**src/rtl/uart_rx_frame.sv**
```systemverilog
// 8N1 UART receiver: mid-bit sampling from the detected start edge, one byte
// held on a valid/ready port with one-cycle frame-error and overrun pulses.
module uart_rx_frame #(
  parameter int SYSTEM_CLOCK_FREQ = 100000000,
  parameter int BAUD_RATE         = 115200
) (
  input  logic       clk,
  input  logic       reset_n,
  input  logic       rx,
  output logic [7:0] data,
  output logic       valid,
  input  logic       ready,
  output logic       frame_err,
  output logic       overrun
);

  localparam int          DIVIDER   = SYSTEM_CLOCK_FREQ / BAUD_RATE;
  localparam int          HALF      = DIVIDER / 2;
  localparam logic [15:0] DIV_LAST  = 16'(DIVIDER - 1);
  localparam logic [15:0] HALF_LAST = 16'(HALF - 1);

  typedef enum logic [2:0] {
    S_IDLE,
    S_START,
    S_DATA,
    S_STOP,
    S_WAIT_HIGH
  } state_t;

  state_t      state_q;
  logic        sync1_q;
  logic        rx_s_q;
  logic [15:0] cnt_q;
  logic [15:0] cnt_d;
  logic [2:0]  bit_idx_q;
  logic [7:0]  shift_q;
  logic [7:0]  shift_d;
  logic [7:0]  data_q;
  logic        valid_q;
  logic        frame_err_q;
  logic        overrun_q;

  always_comb begin
    cnt_d   = cnt_q + 16'd1;
    // LSB arrives first, so shifting right leaves bit 0 in shift_q[0]
    shift_d = {rx_s_q, shift_q[7:1]};
  end

  always_ff @(posedge clk) begin
    if (!reset_n) begin
      state_q     <= S_IDLE;
      sync1_q     <= 1'b1;
      rx_s_q      <= 1'b1;
      cnt_q       <= '0;
      bit_idx_q   <= '0;
      shift_q     <= '0;
      data_q      <= '0;
      valid_q     <= 1'b0;
      frame_err_q <= 1'b0;
      overrun_q   <= 1'b0;
    end else begin
      sync1_q     <= rx;
      rx_s_q      <= sync1_q;
      frame_err_q <= 1'b0;
      overrun_q   <= 1'b0;
      if (valid_q && ready) begin
        valid_q <= 1'b0;
      end

      case (state_q)
        S_IDLE: begin
          cnt_q <= '0;
          if (!rx_s_q) begin
            state_q <= S_START;
          end
        end

        S_START: begin
          if (cnt_q == HALF_LAST) begin
            cnt_q     <= '0;
            bit_idx_q <= '0;
            // a line back high at mid-start was only a glitch
            state_q   <= rx_s_q ? S_IDLE : S_DATA;
          end else begin
            cnt_q <= cnt_d;
          end
        end

        S_DATA: begin
          if (cnt_q == DIV_LAST) begin
            shift_q   <= shift_d;
            cnt_q     <= '0;
            bit_idx_q <= bit_idx_q + 3'd1;
            if (bit_idx_q == 3'd7) begin
              state_q <= S_STOP;
            end
          end else begin
            cnt_q <= cnt_d;
          end
        end

        S_STOP: begin
          if (cnt_q == DIV_LAST) begin
            cnt_q <= '0;
            if (rx_s_q) begin
              state_q <= S_IDLE;
              // a same-cycle accept frees the holding register for the new byte
              if (!valid_q || ready) begin
                data_q  <= shift_q;
                valid_q <= 1'b1;
              end else begin
                overrun_q <= 1'b1;
              end
            end else begin
              frame_err_q <= 1'b1;
              state_q     <= S_WAIT_HIGH;
            end
          end else begin
            cnt_q <= cnt_d;
          end
        end

        S_WAIT_HIGH: begin
          cnt_q <= '0;
          if (rx_s_q) begin
            state_q <= S_IDLE;
          end
        end

        default: state_q <= S_IDLE;
      endcase
    end
  end

  assign data      = data_q;
  assign valid     = valid_q;
  assign frame_err = frame_err_q;
  assign overrun   = overrun_q;

endmodule

```
**config.mk**
```make
export PLATFORM = sky130hd
export DESIGN_NAME = uart_rx_frame
export DESIGN_NICKNAME = d
export VERILOG_FILES = /design/src/rtl/uart_rx_frame.sv
export SDC_FILE = /design/constraint.sdc
export NUM_CORES = 1
export LEC_CHECK = 0
export CELL_PAD_IN_SITES_DETAIL_PLACEMENT = 0
export CELL_PAD_IN_SITES_GLOBAL_PLACEMENT = 2
export CORE_MARGIN = 5
export CORE_UTILIZATION = 32
export CTS_CLUSTER_SIZE = 30
export DETAILED_ROUTE_END_ITERATION = 12
export PLACE_DENSITY_LB_ADDON = 0.1
export SLEW_MARGIN = 20
export SYNTH_ARGS = -nofsm -noshare
export SYNTH_HDL_FRONTEND = slang
export SYNTH_SLANG_ARGS = --single-unit
```
**constraint.sdc**
```tcl
create_clock -name clk -period 1.75 [get_ports clk]
set_input_delay 0.2625 -clock clk [delete_from_list [all_inputs] [get_ports clk]]
set_output_delay 0.2625 -clock clk [all_outputs]
set_load 0.02 [all_outputs]
```
After elaboration in Yosys (flattened, before gate mapping)
Cells that the tools add are included.

Bits of input ports: 4. Register bits: 43. Logic and storage cells: 61. Output and inout bits: 11.

$add $sub $neg: 2. Equal/unequal tests: 13. Muxes and demuxes: 22. Reduce and logical (&&, ||, !) cells: 14.

Operator list (count): $pmux 16 s3 (1); $mux 16 (2); $mux 3 (9); $add 16x1->16 const B (1); $eq 16x10->1 const B (1); $eq 16x9->1 const B (1); $pmux 3 s5 (1); $ne 2x2->1 const B (6); $reduce_and 4->1 (2); $mux 1 (7); $eq 3x2->1 const B (2); $eq 3x3->1 const B (2); $pmux 3 s2 (1); $reduce_and 3->1 (2); $reduce_and 6->1 (1); $reduce_or 2->1 (2); $add 3x1->3 const B (1); $eq 3x1->1 const B (1); $logic_not 3->1 (1); $reduce_bool 3->1 (1); $mux 2 (1); $reduce_and 2->1 (1); $reduce_bool 2->1 (1); $logic_and 1x1->1 (1); 2 further kinds (2).

Depth between registers and ports, before layout
Gate-level depths: netlist of the first run.

Word-level depth: 6. Depth in mapped cells: 8. Mapped depth without buffers: 7.

Worst setup path before layout of the first run
Ideal clock, no wire load.

Path kind: reg2reg. From: register cnt_q[11]. To: register cnt_q[10]. Clock period less this slack: 1.912 ns. Stages on the path, launching flop included: 7. Data required time: 1.633 ns. Setup time: 0.117 ns. Data arrival time: 1.794 ns. Path slack: -0.162 ns. Path buffers: 1. Cells stage by stage: dfxtp_1 or4_4 nor4_1 nand2b_1 nand4b_1 buf_2 nor2_1.

Longest elaborated chain between the ends: 3. Elaborated cells on any way between the ends: 5. Classes of those cells: eq/ne (2); mux (3).

Ends and longest elaborated chain: start, declared (RTL line 33) `logic [15:0] cnt_q;`; start signal, assigned (RTL line 85) `cnt_q <= cnt_d;`; start signal, assigned (RTL line 98) `cnt_q <= cnt_d;`; start signal, assigned (RTL line 119) `cnt_q <= cnt_d;`; $eq 16x10->1 or $eq 16x9->1 (tied branches) (RTL line 90, 103, 79); $mux 16, on equally long branches (RTL line 90, 103, 79); $pmux 16 s3 * (RTL line 70) `case (state_q)`.

Mark *: on every way between the ends. The rest lies on a longest branch, timed or not. A chain may end at the register's enable or synchronous reset.

Final worst setup path of the first run
From: register cnt_q[14]. To: register state_q[0].

Longest elaborated chain between the ends: 3. Elaborated cells on any way between the ends: 6. Classes of those cells: eq/ne (5); reduce/logical (1).

Ends and longest elaborated chain: $eq 16x10->1 or $eq 16x9->1 (tied branches) (RTL line 90, 103, 79); $ne 2x2->1 (no line); $reduce_and 6->1 (no line) *; end signal, assigned (RTL line 83) `state_q <= rx_s_q ? S_IDLE : S_DATA;`; end, declared (RTL line 30) `state_t state_q;`.

Marks and branches as above.

==> metrics.cfg, run 1 <==
[global_routing]
grt_pass1_vias=1559
antenna_found_initial=0
grt_pass1_wl_um=7120
grt_max_degree=29
grt.overflow.total=0
track_usage=0.118

[status]
violations=setup timing
status=complete, but fails checks

[finish]
diodes=0
final_area_um2=2560
layoutNonFillerInstCount=329
area_growth_pct=33.8
final_nets=261
final_core_utilization=0.435
layout-drive-gt1-share=0.256

[min_path]
min_path_type=reg2reg

[synth]
synth.distinct_cells=35
seq_area_frac_synth=0.450
synth-seq-cells=43
yosysWarnings=0
netlist_area_um2=1910
synth_area_leaders=dfxtp_1, mux2i_1, nand3_1, nor2_1, xnor2_1
yosys-top-cells-count=dfxtp_1, nor2_1, nand3_1
yosys.area.top_type=dfxtp_1
netlist.area_leader.share=0.450
ys_dominant_reg_cell=dfxtp_1
netlist_instances=211
async_reset_ff_frac=0
synth-edff-count=0
avgSynthCellArea_um2=9.07
synth_most_common_cell=dfxtp_1
syn-num-nets=219

[sta]
finalSetupViolations=41
hold-worst-slack_ps=414
layout_setup_ws_ps=-172
layout_worst_path_cycle_share=1.10
fin_skew_ps=6.96
fin_crit_ps=1920
worst_pin_slew_ps=434
drv_slew=0
hold_viol_final=0
fmax_mhz=520
rsz0062_at_grt=true
relSlewSlack=0.710

[placement]
dp_cells=319
dp_hpwl_um=3180
placed_area_um2=2330
numPortBuffers=14
routabilityCongestion=0.810

[routing]
via_count=1560
drc_errors=0
drt-vias-per-instance=4.74
drtPass1Iterations=4
routed_wl_um=4270
post_drt_wl_per_cell_um=13.0
dr.first_iter.drc_count=56
postRouteAntennaNets=0

[floorplanning]
die_w_um=87.3
ioPinCount=15
num_rows=28
die_area_um2=7630
start_util=0.325
fp.dieH_um=87.3
fp.coreArea_um2=5890

[power_and_ir_drop]
power_density_nw_per_um2=704
p_total_mw=1.80
peakVddDrop_mv=0.279
p_leak_nw=0.974
power.share.clock=0.430
p_sw_uw=373
p_sw_frac=0.207
seqPwrFrac=0.546
power.internal_mw=1.43
power_frac_comb=0.024

[run]
drv_cap=0

[clock_tree]
cts_tree=yes
clock_path_buffers=2
path_clk_slew_ps=80
cts-root-buf=clkbuf_8
ctsHoldBuffers=0
clock-sinks=43
cts_buffers=5
h-tree-depth=2
clkLatencyLatePin_ps=290

[critical_path]
cp.arrival_ps=2110
cp_max_fo=3
crit_required_ps=1930
start_kind=flop
critPathKind=reg2reg
critPathCaptureType=flop

## state kept, by name, indices dropped and copies added (netlist names)
signal and count:
frame_err 1, overrun 1, data 8, cnt_q 16
valid 1, shift_q 8, sync1_q 1, rx_s_q 1
bit_idx_q 3, state_q 3
## what timing repair did
action | 4_1_cts | 5_1_grt
endpoints found under the setup margin | 41 | 41
pin swaps | 3 | 17
gates resized for setup | 4 | 32
setup buffers | 0 | 2
## placed cells by master, fill, tap and decap left out, drive strengths merged, types with 2 or more instances in the layout
master | Yosys | final
dfxtp | 43 | 43
buf | 2 | 30
nor2 | 25 | 25
nand3 | 21 | 21
nand2 | 21 | 21
clkdlybuf4s50 | 0 | 14
nor2b | 12 | 12
mux2i | 11 | 11
xnor2 | 9 | 9
a21boi | 8 | 8
xor2 | 6 | 6
nand2b | 5 | 5
clkbuf | 7 | 5
and3 | 4 | 4
ha | 4 | 4
nor3 | 4 | 4
nand4 | 3 | 3
and2 | 3 | 3
nor4 | 3 | 3
or4 | 2 | 2
nand4b | 2 | 2
and4 | 2 | 2
a21oi | 2 | 2
o21a | 2 | 2
clkinv | 0 | 2
## cells by family after synthesis
family | after synthesis | share of synthesized area
buf+inv | 10 | 0.0209
compound gates | 15 | 0.0556
mux | 11 | 0.0575
flops | 43 | 0.450
xor+xnor | 15 | 0.0686
simple gates | 113 | 0.322
fa+ha+maj | 4 | 0.0261
## power groups by stage
stage                     Sequential (mW)  Clock, mW  Combinational, mW
after CTS                           0.985      0.805             0.0424
after global placement               1.01          0             0.0415
after floorplan                      1.01          0             0.0264
after global routing                0.986      0.839             0.0468
final                               0.985      0.774             0.0428
after detailed placement             1.01          0             0.0422
## path summary, 6_finish.rpt
kind | end | slack [ps] | start | cells after the start
setup reg to reg | state_q[0] | -170 | cnt_q[14] | 6
hold reg to reg | rx_s_q | 410 | sync1_q | 1
setup / recovery | state_q[0] | -170 | cnt_q[14] | 6
hold / removal | rx_s_q | 410 | sync1_q | 1
## final cells by class
class	count	area, µm²
clock buffer	5	68.8
tap	75	93.8
sequential	43	863
inverter	1	3.75
timing repair buffer	44	388
fill	599	3320
multi-input combinational	158	1100
clock inverter	3	43.8
## critical path, stage by stage (launching register included)
cell     delay [ps]
dfxtp_2         330
or4_4           570
buf_4           170
nor3_4          180
nand3_1         120
and3b_1         190
o31a_1          260
## metal layers
metal  share of wire  up-vias  track usage
met4           0.020        0       0.0516
met1            0.45      727        0.141
met5               0        -            0
li1                -      803            -
met3           0.032        6       0.0293
met2            0.49       24        0.199
## per-stage QoR
| step | setup TNS [ps] | setup WS [ps] |
|---|---|---|
| after floorplan | -2030 | -119 |
| after global placement | -2610 | -106 |
| after detailed placement | -3750 | -162 |
| after CTS | -4020 | -146 |
| after global routing | -8840 | -252 |
| final | -4380 | -172 |
(Power assumes the default switching activity.)
==> inputs of run 2 (changes only) <==
Settings changed: SKIP_CTS_REPAIR_TIMING from default to 1.
==> run 2 against run 1 <==
  * The flow still finishes with violations (setup timing)
  * Combinational power down 1%
  * Worst hold slack about the same
  * Routed wire length down 1.0%
  * Global-route usage about the same
  * First-iteration DRC count down 18%
  * Critical path depth down 1
  * Maximum frequency up 1.7%
  * Die area unchanged
  * Via count down 1.0%
  * Clock power about the same
  * Sequential power about the same
  * Non-clock buffer count down 2
  * Highest routed layer unchanged
==> metrics.cfg, run 2 (synthesis results as in run 1) <==
[status]
status=complete, but fails checks
violations=setup timing

[global_routing]
grt_pass1_vias=1564  ; +0.32%
grt_pass1_wl_um=7110  ; -0.18%
grt.overflow.total=0  ; unchanged
grt_max_degree=29  ; unchanged
antenna_found_initial=0  ; unchanged
track_usage=0.118  ; -0.000391

[routing]
post_drt_wl_per_cell_um=12.9  ; -0.43%
routed_wl_um=4230  ; -1.0%
via_count=1544  ; -1.0%
drt-vias-per-instance=4.72  ; -0.42%
drtPass1Iterations=4  ; unchanged
dr.first_iter.drc_count=46  ; -18%
drc_errors=0  ; unchanged
postRouteAntennaNets=0  ; unchanged

[power_and_ir_drop]
power_density_nw_per_um2=729  ; +3.7%
peakVddDrop_mv=0.281  ; +0.78%
p_total_mw=1.80  ; +0.11%
p_leak_nw=0.958  ; -1.7%

[finish]
layout_common_cells=dfxtp_1, nor2_1, buf_4
area_growth_pct=29.2
final_core_utilization=0.420  ; -0.0149
final_nets=259  ; -0.77%
layout-drive-gt1-share=0.190  ; -0.0654
diodes=0  ; unchanged
final_common_cell=dfxtp_1
top_register=cnt_q
largest_register_ffs=16  ; unchanged

[clock_tree]
clock-sinks=43  ; unchanged
clkLatencyLatePin_ps=290  ; about the same
path_clk_slew_ps=90  ; about the same
cts-root-buf=clkbuf_8
h-tree-depth=2  ; unchanged
cts_tree=yes
cts_buffers=5  ; unchanged
clock_path_buffers=2  ; unchanged

[placement]
pre_cts_ws_ps=-162  ; unchanged
routabilityCongestion=0.810  ; unchanged
dp_hpwl_um=3180  ; unchanged
numPortBuffers=14  ; unchanged

[floorplanning]
die_w_um=87.3  ; unchanged
start_util=0.325  ; unchanged
ioPinCount=15  ; unchanged
num_rows=28  ; unchanged
fp.coreArea_um2=5890  ; unchanged
fp.dieH_um=87.3  ; unchanged
die_area_um2=7630  ; unchanged

[critical_path]
start_kind=flop
r2r_setup_slack_ps=-140  ; +30 ps
cp_max_fo=3  ; unchanged
r2r_end=state_q[0]
crit_required_ps=1930  ; about the same
critPathKind=reg2reg
reg2regPathDepth=5  ; -1
rr_startpoint=cnt_q[11]
cp.arrival_ps=2070  ; -40 ps
critPathCaptureType=flop

[sta]
rsz0062_at_grt=true
relSlewSlack=0.705  ; -0.00504
drv_slew=0  ; unchanged
fin_crit_ps=1890  ; -32.8 ps
fmax_mhz=529  ; +1.7%
finalSetupViolations=41  ; unchanged
hold_viol_final=0  ; unchanged
layout_worst_path_cycle_share=1.08  ; -0.0188
worst_pin_slew_ps=441  ; +7.53 ps
fin_skew_ps=7.45  ; +0.494 ps
layout_setup_ws_ps=-139  ; +32.8 ps

[min_path]
worstHoldPathCells=1  ; unchanged
min_path_type=reg2reg
min_to=rx_s_q
worstHoldStart=sync1_q

[run]
drv_cap=0  ; unchanged

[run 2: changes by cell type in the layout (fill, tap and decap cells not counted), sizes merged]
cell and delta:
buf -2
[run 2: where the power goes]
part	switching [mW]	internal, mW	total [mW]
Sequential	0.00349	0.981	0.985
Combinational	0.0199	0.0223	0.0422
Clock	0.352	0.425	0.777
Total	0.375	1.43	1.80
[run 2: area by class of cell]
| cell class | count | area (µm²) |
|---|---|---|
| multi-input cells | 158 | 1040 |
| flip-flops and latches | 43 | 863 |
| repair buffers | 42 | 362 |
| clock buffers | 5 | 68.8 |
| well taps | 75 | 93.8 |
| clock inverters | 3 | 43.8 |
| fillers | 605 | 3410 |
| inverters | 1 | 3.75 |
[run 2: critical path, stage by stage (launching register included)]
cell,delay (ps)
dfxtp_2,330
or4_4,570
nor3_1,290
nand3_1,140
and3b_1,200
o31a_1,260
[run 2: worst max path at each step]
| stage | start | endpoint | slack, ps | cells past startpoint |
|---|---|---|---|---|
| CTS | cnt_q[11] | bit_idx_q[2] | -190 | 6 |
| detailed placement | cnt_q[11] | bit_idx_q[2] | -160 | 6 |
| global route | cnt_q[11] | cnt_q[7] | -240 | 6 |
| global placement | cnt_q[11] | bit_idx_q[1] | -110 | 6 |
| finish | cnt_q[11] | state_q[0] | -140 | 5 |
| floorplan | cnt_q[11] | data[0] | -120 | 5 |
[run 2: metrics by stage]
step | std cells | hold slack (ps) | setup TNS [ps] | instance area, µm²
4_1_cts | 327 | 422 | -4470 | 2440
3_5_place_dp | 319 | 402 | -3750 | 2330
5_1_grt | 327 | 440 | -7940 | 2470
2_1_floorplan | 211 | 364 | -2030 | 1930
3_3_place_gp | 319 | 414 | -2610 | 2330
6_report | 327 | 414 | -3030 | 2470
[run 2: layer usage]
| metal | track usage | wire length [µm] | vias to the layer above |
|---|---|---|---|
| met2 | 0.199 | 2070 | 22 |
| met3 | 0.0293 | 137 | 6 |
| met5 | 0 | 0 | - |
| li1 | - | - | 801 |
| met1 | 0.139 | 1930 | 715 |
| met4 | 0.0516 | 87 | 0 |
==> inputs of run 3 (changes only) <==
Settings changed: GPL_TIMING_DRIVEN from default to 0.
==> run 3 against run 2 <==
  * The run still ends with setup timing left
  * Worst hold slack gained 5.3 ps
  * Clock power is 19% lower
  * Cell area shrank 2.9%
  * Die area did not move
  * Highest routed layer unchanged
==> metrics.cfg, run 3 (synthesis results as in run 1) <==
[status]
status=complete, but fails checks
violations=setup timing

[finish]
n_fill_cell=605  ; unchanged
diodes=0  ; unchanged
regArea_um2=871  ; +0.87%
area_growth_pct=25.4
largest_register_ffs=16  ; unchanged
final_nets=249  ; -3.9%
layout-drive-gt1-share=0.149  ; -0.0417
top_register=cnt_q
final_area_um2=2400  ; -2.9%
final_common_cell=dfxtp_1
layout_common_cells=dfxtp_1, nor2_1, nand3_1
multi_input_area_um2=1080  ; +3.6%

[clock_tree]
clock-sinks=43  ; unchanged
cts_buffers=5  ; unchanged
clock_path_buffers=2  ; unchanged
path_clk_slew_ps=90  ; about the same
cts-root-buf=clkbuf_8
h-tree-depth=2  ; unchanged
clkLatencyLatePin_ps=290  ; about the same
cts_tree=yes

[global_routing]
grt_pass1_wl_um=7040  ; -0.89%
grt.overflow.total=0  ; unchanged
grt_pass1_vias=1452  ; -7.2%
grt_max_degree=14  ; -52%
antenna_found_initial=0  ; unchanged
track_usage=0.118  ; +0.000666

[critical_path]
critPathKind=reg2reg
start_kind=flop
crit_slowest_cell=or4_4
critPathCaptureType=flop
crit_required_ps=1940  ; about the same
r2r_end=data[7]
slowest_delay_ps=580  ; about the same
path_cells=or4_4 > nor4_4 > buf_4 > nand2_8 > mux2i_2 > nor2b_1
cp_max_fo=8  ; +5
rr_startpoint=cnt_q[12]
r2r_setup_slack_ps=-170  ; -30 ps
cp.arrival_ps=2110  ; +40 ps
reg2regPathDepth=6  ; +1

[placement]
dp_hpwl_um=3040  ; -4.6%
routabilityCongestion=0.779  ; -3.8%
placed_area_um2=2160  ; -7.3%
numPortBuffers=14  ; unchanged

[power_and_ir_drop]
peakVddDrop_mv=0.239  ; -15%
power_density_nw_per_um2=691  ; -5.3%
p_leak_nw=0.861  ; -10%
p_total_mw=1.66  ; -8.1%

[sta]
relSlewSlack=0.627  ; -0.0778
rsz0062_at_grt=true
hold_viol_final=0  ; unchanged
layout_setup_ws_ps=-168  ; -29.3 ps
fmax_mhz=521  ; -1.5%
finalSetupTns_ps=-4720  ; -1690 ps
hold-worst-slack_ps=419  ; +5.32 ps
finalSetupViolations=38  ; -7.3%
fin_skew_ps=7.73  ; +0.283 ps
drv_slew=0  ; unchanged
fin_crit_ps=1920  ; +29.3 ps
layout_worst_path_cycle_share=1.10  ; +0.0167
worst_pin_slew_ps=555  ; +114 ps

[floorplanning]
num_rows=28  ; unchanged
die_area_um2=7630  ; unchanged
start_util=0.325  ; unchanged
ioPinCount=15  ; unchanged
fp.coreArea_um2=5890  ; unchanged
die_w_um=87.3  ; unchanged
fp.dieH_um=87.3  ; unchanged

[min_path]
worstHoldPathCells=1  ; unchanged
min_path_type=reg2reg
min_to=rx_s_q
worstHoldStart=sync1_q

[routing]
post_drt_wl_per_cell_um=13.4  ; +3.7%
drc_errors=0  ; unchanged
via_count=1510  ; -2.2%
dr.first_iter.drc_count=42  ; -8.7%
postRouteAntennaNets=0  ; unchanged
drt-vias-per-instance=4.76  ; +0.88%
drtPass1Iterations=4  ; unchanged
routed_wl_um=4250  ; +0.50%

[run]
drv_cap=0  ; unchanged

run 3: per-layer routing:
| metal | global-route usage | wire length (µm) |
|---|---|---|
| met1 | 0.132 | 1850 |
| met2 | 0.214 | 2230 |
| met3 | 0.0341 | 104 |
| met4 | 0.0377 | 59 |
| met5 | 0 | 0 |
run 3: through the flow:
stage | worst slack, ps | util | instances
2_1_floorplan | -119 | - | 211
3_3_place_gp | -365 | 0.367 | 300
3_5_place_dp | -425 | 0.367 | 300
4_1_cts | -425 | 0.381 | 308
5_1_grt | -273 | 0.408 | 317
6_report | -168 | 0.408 | 317
run 3: worst max-delay path by stage:
stage	from	to	slack [ps]	cells past startpoint
5_1_grt	cnt_q[12]	data[7]	-270	6
3_5_place_dp	cnt_q[12]	data[4]	-420	5
2_1_floorplan	cnt_q[11]	data[0]	-120	5
3_3_place_gp	cnt_q[12]	data[1]	-370	5
4_1_cts	cnt_q[12]	data[4]	-420	5
6_report	cnt_q[12]	data[7]	-170	6
run 3: worst max-delay path: cells and delay by family (launching register included):
family                 cells  cell delay [ps]
buffers and inverters      1              200
DFF                        1              350
muxes                      1              200
and+or+nand+nor            4             1070
run 3: report_power, final:
| part | total, mW | internal [mW] | switching, mW | leakage (nW) |
|---|---|---|---|---|
| combinational | 0.0470 | 0.0238 | 0.0232 | 0.471 |
| sequential | 0.981 | 0.978 | 0.00311 | 0.349 |
| clock | 0.630 | 0.280 | 0.351 | 0.0412 |
run 3: area by class of cell:
| class | count | area share |
|---|---|---|
| plain buffers | 8 | 0.0188 |
| clock buffers | 6 | 0.0302 |
| well taps | 75 | 0.0391 |
| flip-flops and latches | 43 | 0.363 |
| repair buffers | 24 | 0.0943 |
| multi-input cells | 158 | 0.448 |
| clock inverters | 2 | 0.00521 |
| inverters | 1 | 0.00156 |
